--- src/rtl/spi_pkg.sv ---
// Shared definitions for the SPI master engine.
// Holds the engine state encoding, the default word width, the edge-counter
// width and the values the configuration registers take on reset.
package spi_pkg;

  // Engine states: IDLE waits for strobes, SHIFT runs the SCK edges, and FIN
  // is the single DONE cycle. FIN also accepts a new START.
  typedef enum logic [1:0] {
    IDLE  = 2'd0,
    SHIFT = 2'd1,
    FIN   = 2'd2
  } spi_state_e;

  localparam int WIDTH_DEF = 8;

  // The edge counter must be able to hold 2*WIDTH.
  localparam int CNTW = $clog2(2 * WIDTH_DEF + 1);

  localparam logic        CPOL_RST = 1'b0;
  localparam logic        CPHA_RST = 1'b0;
  localparam int unsigned DIV_RST  = 0;

  // Returns the edge-counter width for a given word width.
  function automatic int spi_cntw(input int width);
    return $clog2(2 * width + 1);
  endfunction

endpackage

--- src/rtl/spi_clkdiv.sv ---
// SCK half-period divider.
// When clr is high, the down-counter loads reload. After that, every enabled
// cycle that finds the counter at zero raises tick for one cycle and reloads
// the counter. So with enable held high, tick fires once every reload+1 cycles.
// Ports:
//   CLK, RST  clock and asynchronous active-high reset
//   clr       load the counter with reload (takes priority over en)
//   en        count enable
//   reload    half-period minus one
//   tick      combinational 1-cycle tick
module spi_clkdiv #(
  parameter int DIVW = 4
) (
  input  logic            CLK,
  input  logic            RST,
  input  logic            clr,
  input  logic            en,
  input  logic [DIVW-1:0] reload,
  output logic            tick
);

  logic [DIVW-1:0] cnt_r;

  // Down-counter: reload on clear or on expiry, otherwise decrement.
  always_ff @(posedge CLK or posedge RST) begin
    if (RST) begin
      cnt_r <= {DIVW{1'b0}};
    end else if (clr) begin
      cnt_r <= reload;
    end else if (en) begin
      if (cnt_r == {DIVW{1'b0}}) begin
        cnt_r <= reload;
      end else begin
        cnt_r <= cnt_r - {{(DIVW-1){1'b0}}, 1'b1};
      end
    end else begin
      cnt_r <= cnt_r;
    end
  end

  assign tick = en & ~clr & (cnt_r == {DIVW{1'b0}});

endmodule

--- src/rtl/spi_master_engine.sv ---
// Hardware SPI master for the extension CPLD.
// For each START it shifts one WIDTH-bit word, MSB first. The SCK divider,
// CPOL/CPHA mode and the slave selects are programmable. A legacy bit-bang
// path (BB_WR) can still drive SCK/MOSI directly while the engine is idle.
// Ports:
//   CLK, RST                      clock, asynchronous active-high reset
//   CFG_WR + CFG_DIV/CPOL/CPHA/SS configuration strobe and fields
//   START + TXD                   begin a transfer of TXD
//   BB_WR + BB_SCK/BB_MOSI        legacy bit-bang pin write
//   MISO[NSS:0]                   per-slave MISO; MISO[NSS] is used when no slave is selected
//   SCK, MOSI, nSS                registered SPI pins
//   MISOX                         combinational MISO selected through nSS
//   RXD, DONE                     received word and its 1-cycle update pulse
//   BUSY                          transfer in progress
//   ERR                           sticky: a strobe arrived while busy
module spi_master_engine
  import spi_pkg::*;
#(
  parameter int NSS   = 2,
  parameter int WIDTH = WIDTH_DEF,
  parameter int DIVW  = 4
) (
  input  logic             CLK,
  input  logic             RST,
  input  logic             CFG_WR,
  input  logic [DIVW-1:0]  CFG_DIV,
  input  logic             CFG_CPOL,
  input  logic             CFG_CPHA,
  input  logic [NSS-1:0]   CFG_SS,
  input  logic             START,
  input  logic [WIDTH-1:0] TXD,
  input  logic             BB_WR,
  input  logic             BB_SCK,
  input  logic             BB_MOSI,
  input  logic [NSS:0]     MISO,
  output logic             SCK,
  output logic             MOSI,
  output logic [NSS-1:0]   nSS,
  output logic             MISOX,
  output logic [WIDTH-1:0] RXD,
  output logic             BUSY,
  output logic             DONE,
  output logic             ERR
);

  localparam int                CNTW_L    = spi_cntw(WIDTH);
  localparam logic [CNTW_L-1:0] LAST_EDGE = CNTW_L'(2 * WIDTH - 1);

  spi_state_e        state_r, state_nxt_s;
  logic [DIVW-1:0]   div_r;
  logic              cpol_r, cpha_r;
  logic [WIDTH-1:0]  tx_r, rx_r, rx_nxt_s;
  logic [CNTW_L-1:0] edge_r;
  logic              sck_r, mosi_r, busy_r, done_r, err_r;
  logic [NSS-1:0]    nss_r;
  logic [WIDTH-1:0]  rxd_r;

  logic              tick_s, idle_s, start_acc_s, cfg_acc_s, bb_acc_s, reject_s;
  logic              shift_tick_s, lead_s, last_s, finish_s, drive_s, sample_s;
  logic              cpol_eff_s, cpha_eff_s, misox_s;
  logic [DIVW-1:0]   reload_s;

  // Selected MISO: OR of the lines whose select is low. When no slave is selected, use the spare line.
  always_comb begin
    misox_s = 1'b0;
    if (&nss_r) begin
      misox_s = MISO[NSS];
    end else begin
      misox_s = |(MISO[NSS-1:0] & ~nss_r);
    end
  end

  // Strobe decode, edge classification and FSM next-state.
  always_comb begin
    state_nxt_s  = state_r;
    idle_s       = (state_r != SHIFT);
    start_acc_s  = idle_s & START;
    cfg_acc_s    = idle_s & CFG_WR;
    bb_acc_s     = idle_s & BB_WR;
    reject_s     = ~idle_s & (START | CFG_WR | BB_WR);
    shift_tick_s = (state_r == SHIFT) & tick_s;
    // edge_r counts edges already made, so the next edge is leading when edge_r is even
    lead_s       = ~edge_r[0];
    last_s       = (edge_r == LAST_EDGE);
    finish_s     = shift_tick_s & last_s;
    drive_s      = shift_tick_s & (cpha_r ? lead_s : (~lead_s & ~last_s));
    sample_s     = shift_tick_s & (cpha_r ? ~lead_s : lead_s);
    // A CFG_WR in the START cycle already applies to that transfer
    cpol_eff_s   = cfg_acc_s ? CFG_CPOL : cpol_r;
    cpha_eff_s   = cfg_acc_s ? CFG_CPHA : cpha_r;
    reload_s     = cfg_acc_s ? CFG_DIV : div_r;
    if (sample_s) begin
      rx_nxt_s = {rx_r[WIDTH-2:0], misox_s};
    end else begin
      rx_nxt_s = rx_r;
    end
    case (state_r)
      IDLE, FIN: begin
        if (START) begin
          state_nxt_s = SHIFT;
        end else begin
          state_nxt_s = IDLE;
        end
      end
      SHIFT: begin
        if (finish_s) begin
          state_nxt_s = FIN;
        end else begin
          state_nxt_s = SHIFT;
        end
      end
      default: state_nxt_s = IDLE;
    endcase
  end

  // FSM state register.
  always_ff @(posedge CLK or posedge RST) begin
    if (RST) begin
      state_r <= IDLE;
    end else begin
      state_r <= state_nxt_s;
    end
  end

  // Configuration, pins, shift registers and status flags.
  always_ff @(posedge CLK or posedge RST) begin
    if (RST) begin
      div_r  <= DIVW'(DIV_RST);
      cpol_r <= CPOL_RST;
      cpha_r <= CPHA_RST;
      nss_r  <= {NSS{1'b1}};
      sck_r  <= 1'b0;
      mosi_r <= 1'b0;
      tx_r   <= {WIDTH{1'b0}};
      rx_r   <= {WIDTH{1'b0}};
      rxd_r  <= {WIDTH{1'b0}};
      edge_r <= {CNTW_L{1'b0}};
      busy_r <= 1'b0;
      done_r <= 1'b0;
      err_r  <= 1'b0;
    end else begin
      done_r <= finish_s;

      if (cfg_acc_s) begin
        div_r  <= CFG_DIV;
        cpol_r <= CFG_CPOL;
        cpha_r <= CFG_CPHA;
        nss_r  <= CFG_SS;
      end

      if (reject_s) begin
        err_r <= 1'b1;
      end else if (cfg_acc_s) begin
        err_r <= 1'b0;
      end

      // A START overrides a bit-bang SCK. A bit-bang SCK overrides the CPOL idle level.
      if (start_acc_s) begin
        sck_r <= cpol_eff_s;
      end else if (bb_acc_s) begin
        sck_r <= BB_SCK;
      end else if (cfg_acc_s) begin
        sck_r <= CFG_CPOL;
      end else if (shift_tick_s) begin
        sck_r <= ~sck_r;
      end

      // For CPHA=0 the MSB is driven before the first edge, so the remaining bits are preloaded one position ahead.
      if (start_acc_s) begin
        if (!cpha_eff_s) begin
          mosi_r <= TXD[WIDTH-1];
          tx_r   <= {TXD[WIDTH-2:0], 1'b0};
        end else begin
          if (bb_acc_s) begin
            mosi_r <= BB_MOSI;
          end
          tx_r <= TXD;
        end
      end else if (bb_acc_s) begin
        mosi_r <= BB_MOSI;
      end else if (drive_s) begin
        mosi_r <= tx_r[WIDTH-1];
        tx_r   <= {tx_r[WIDTH-2:0], 1'b0};
      end

      if (start_acc_s) begin
        rx_r   <= {WIDTH{1'b0}};
        edge_r <= {CNTW_L{1'b0}};
        busy_r <= 1'b1;
      end else if (shift_tick_s) begin
        rx_r   <= rx_nxt_s;
        edge_r <= edge_r + CNTW_L'(1);
        if (finish_s) begin
          rxd_r  <= rx_nxt_s;
          busy_r <= 1'b0;
        end
      end
    end
  end

  spi_clkdiv #(.DIVW(DIVW)) u_clkdiv (
    .CLK    (CLK),
    .RST    (RST),
    .clr    (start_acc_s),
    .en     (state_r == SHIFT),
    .reload (reload_s),
    .tick   (tick_s)
  );

  assign SCK   = sck_r;
  assign MOSI  = mosi_r;
  assign nSS   = nss_r;
  assign MISOX = misox_s;
  assign RXD   = rxd_r;
  assign BUSY  = busy_r;
  assign DONE  = done_r;
  assign ERR   = err_r;

endmodule

--- config.mk ---
export PLATFORM = sky130hd
export DESIGN_NAME = spi_master_engine
export DESIGN_NICKNAME = d
export VERILOG_FILES = /design/src/rtl/spi_pkg.sv /design/src/rtl/spi_clkdiv.sv /design/src/rtl/spi_master_engine.sv
export SDC_FILE = /design/constraint.sdc
export NUM_CORES = 1
export LEC_CHECK = 0
export CAP_MARGIN = 20
export CORE_ASPECT_RATIO = 0.8
export CORE_MARGIN = 2
export CORE_UTILIZATION = 48
export DETAILED_ROUTE_END_ITERATION = 10
export HOLD_SLACK_MARGIN = 0.12
export MAX_ROUTING_LAYER = met4
export PLACE_DENSITY = 0.87
export SYNTH_ARGS = -nofsm -noshare
export SYNTH_HDL_FRONTEND = slang
export SYNTH_SLANG_ARGS = --single-unit
--- constraint.sdc ---
create_clock -name CLK -period 1.99 [get_ports CLK]
set_input_delay 0.398 -clock CLK [delete_from_list [all_inputs] [get_ports CLK]]
set_output_delay 0.398 -clock CLK [all_outputs]
set_load 0.05 [all_outputs]
==> impl_metrics.toml <==
[pwr]
ir_drop_mv = 0.6054
p_leak_nw = 1.510
power_w = 0.003928
p_comb_share_pct = 42.1
p_switching_w = 0.001468
pwr-share-clk_pct = 18.2
p_int_w = 0.002461
switching_share_pct = 37.36
pwr_density_cell_nw_per_um2 = 1169
seq_power_share_pct = 39.7

[worst_setup_path]
worst-path-buf-inv = 1
cp_max_fo = 4
r2r-end = "tx_r[2]$_DFFE_PP0P_"
worst_path_max_delay_cell = "dfrtp_1"
reg2reg_depth = 8
cpLargestDelayFamily = "simple AND/OR/NAND/NOR gates"
start_kind = "flip-flop"
crit_required_ns = 2.18
crit_arrival_ns = 2.37
cp_cell_sequence = "ha_2 -> and3_4 -> ha_4 -> or3b_1 -> a211oi_2 -> buf_4 -> mux2i_1 -> a21oi_1"
r2r_start = "edge_r[1]$_DFFE_PP0P_"
rrSetupSlack_ns = -0.19
crit_path_end_kind = "flip-flop"
crit_type = "reg -> reg"
slowest_delay_ns = 0.40

[cells_and_area]
area_growth_pct = 30.66
antenna-diode-count = 0
final_cells = 386
drive_gt1_share_pct = 17.59
layout.nets = 352
final_util_pct = 65.95
filler_cell_count = 380

[synth]
yosys.area.top_type = "dfrtp_1"
async_flop_share_pct = 100.0
synth_top_area_share_pct = 44.77
synth.area.top_cells = "dfrtp_1 45%, mux2i_1 7.4%, nand2_1 5.1%, nand2b_1 3.9%, a211oi_1 2.6%"
synth_most_common_cell = "dfrtp_1"
synth_seq_area_share_pct = 46.81
synth_edf_count = 0
synth_cell_type_count = 41
avgSynthCellArea_sq_um = 9.776
syn_area_sq_um = 2571
synth_warnings = 0
netlist_instances = 263
ys_ff_latch = 48
ys_top_cells_by_count = "46 x dfrtp_1, 35 x nand2_1, 19 x mux2i_1, 16 x nand2b_1, 13 x clkbuf_1"
synth_nets = 292
synth_ff_type = "dfrtp_1"

[sta]
slew_headroom_pct = 64.95
setup_tns_ns = -0.5838
drv_slew = 0
rsz0062_at_grt = "true"
max_freq_mhz = 458.6
hold_viol_final = 0
finalCritPeriodShare_pct = 109.6
fin_crit_ns = 2.180
tightest_slew_ns = 0.5240
clock_skew_ns = 0.008114
fin_ws_ns = -0.1905
setup_viol = 7

[global_routing]
globalRouteMet2Util_pct = 32.20
grtUsageMet3_pct = 4.167
busiest_layer = "met2"
grt_pass1_vias = 2168
grt_max_degree = 22
grt_overflow = 0
grt_usage_pct = 22.57
antenna_found_initial = 0
use_met1_pct = 32.02
grt_pass1_wl_um = 10340

[clock_tree]
cts_tree = "yes"
cts_buffers = 5
clk_path_buf_depth = 2
clk_pin_slew_ns = 0.09
cts_hold_buffers = 0
insertion_delay_ns = 0.31
h-tree-depth = 2
cts-root-buf = "clkbuf_8"
clock-sinks = 48

[floorplan]
die-area_sq_um = 5962
die_w_um = 85.83
core-area_sq_um = 5094
die_h_um = 69.46
pin_count = 42
rows = 23
start_util_pct = 50.48

[drt]
vias = 2281
drt_wl_total_um = 6296
drc = 2
vias_per_cell = 5.909
drt_iter0_markers = 211
ant_nets = 0
routedWlPerCell_um = 16.31
dr.pass1.iters = 8

[hold_path]
hold_path_class = "in -> async"

[placed_design]
hpwlAfterDp_um = 4572
gp_congestion = 0.8416
numPortBuffers = 41
place_ws_ns = -0.09416
dp_cells = 375

[run_status]
status = "finished with violations"
violations = "DRC, setup timing"

[run]
drv_cap = 0
[cells in the final DEF (no fill, tap or decap), types with 2 or more instances in the layout]
cell type	n
a21o_1	5
buf_4	30
nor3_1	11
mux2_2	5
mux2i_1	19
nor2b_1	2
a211oi_1	9
buf_12	4
clkdlybuf4s50_1	37
o22ai_1	3
nor2_1	6
and3_1	5
xor2_1	2
a22oi_1	8
clkbuf_8	5
o2bb2ai_1	2
a22o_1	7
dfstp_2	2
o21ai_1	4
o21ai_0	10
dfrtp_1	46
o221ai_1	3
nand3_1	7
nor3b_1	2
nand2_1	35
nand2b_1	16
inv_1	10
a21oi_1	9
[metal layers]
| layer | part of all wire, % | wire, um |
|---|---|---|
| met1 | 45 | 2853 |
| met2 | 47 | 2966 |
| met3 | 5.4 | 341 |
| met4 | 2.1 | 135 |
| met5 | 0 | 0 |
[how the worst max path moves through the flow]
stage / slack, ns / depth (start not counted) / endpoint / from
2_1_floorplan: -0.09 / 8 / tx_r[1]$_DFFE_PP0P_ / edge_r[0]$_DFFE_PP0P_
3_3_place_gp: -0.05 / 8 / tx_r[6]$_DFFE_PP0P_ / edge_r[1]$_DFFE_PP0P_
3_5_place_dp: -0.09 / 8 / tx_r[6]$_DFFE_PP0P_ / edge_r[1]$_DFFE_PP0P_
4_1_cts: -0.06 / 8 / tx_r[3]$_DFFE_PP0P_ / edge_r[1]$_DFFE_PP0P_
5_1_grt: -0.28 / 8 / tx_r[2]$_DFFE_PP0P_ / edge_r[0]$_DFFE_PP0P_
6_report: -0.19 / 8 / tx_r[2]$_DFFE_PP0P_ / edge_r[1]$_DFFE_PP0P_
[per-stage QoR]
stage | hold slack [ns] | area, sq um
after global routing | 0.3508 | 3359
final | 0.3110 | 3359
after floorplan | 0.4503 | 2591
after CTS | 0.3126 | 3344
after detailed placement | 0.4713 | 3223
after global placement | 0.4672 | 3223
[power groups by stage]
stage | sequential [W] | clock (W) | combinational, W
6_report | 0.00156 | 0.000716 | 0.00165
2_1_floorplan | 0.00168 | 0 | 0.000945
3_3_place_gp | 0.00155 | 0 | 0.00154
3_5_place_dp | 0.00157 | 0 | 0.00162
5_1_grt | 0.00161 | 0.000763 | 0.00180
4_1_cts | 0.00155 | 0.000726 | 0.00163
[sequential cells by signal (all words and copies together), names as in the netlist]
register / cells
RXD: 8
cpha_r: 1
tx_r: 8
MOSI: 1
BUSY: 1
cpol_r: 1
u_clkdiv.cnt_r: 4
ERR: 1
div_r: 4
SCK: 1
state_r: 2
nSS: 2
rx_r: 8
DONE: 1
edge_r: 5
[final cells by class]
class / instances / area, sq um / share of cell area, %
Tap cell: 62 / 77.57 / 2.309
Clock buffer: 5 / 68.82 / 2.048
Clock inverter: 3 / 42.54 / 1.266
Inverter: 11 / 41.29 / 1.229
Multi-Input combinational cell: 186 / 1250 / 37.21
Sequential cell: 48 / 1204 / 35.83
Timing Repair Buffer: 71 / 675.6 / 20.11
[cells by family after synthesis]
| logic type | count (synthesis) | synth area share (%) |
|---|---|---|
| DFF | 48 | 46.81 |
| xor gates and xnor gates | 3 | 1.022 |
| and+or+nand+nor | 88 | 17.23 |
| adders and majority gates | 3 | 1.460 |
| muxes | 24 | 9.586 |
| AOI/OAI and AO/OA | 68 | 18.44 |
| buffers and inverters | 29 | 5.450 |
[repair_timing]
item	CTS	global route
pin swaps	2	0
hold endpoints to repair	0	0
buffers inserted	1	2
gates resized for setup	1	0
endpoints found under the setup margin	10	8
Power figures use the tool's default switching activity.
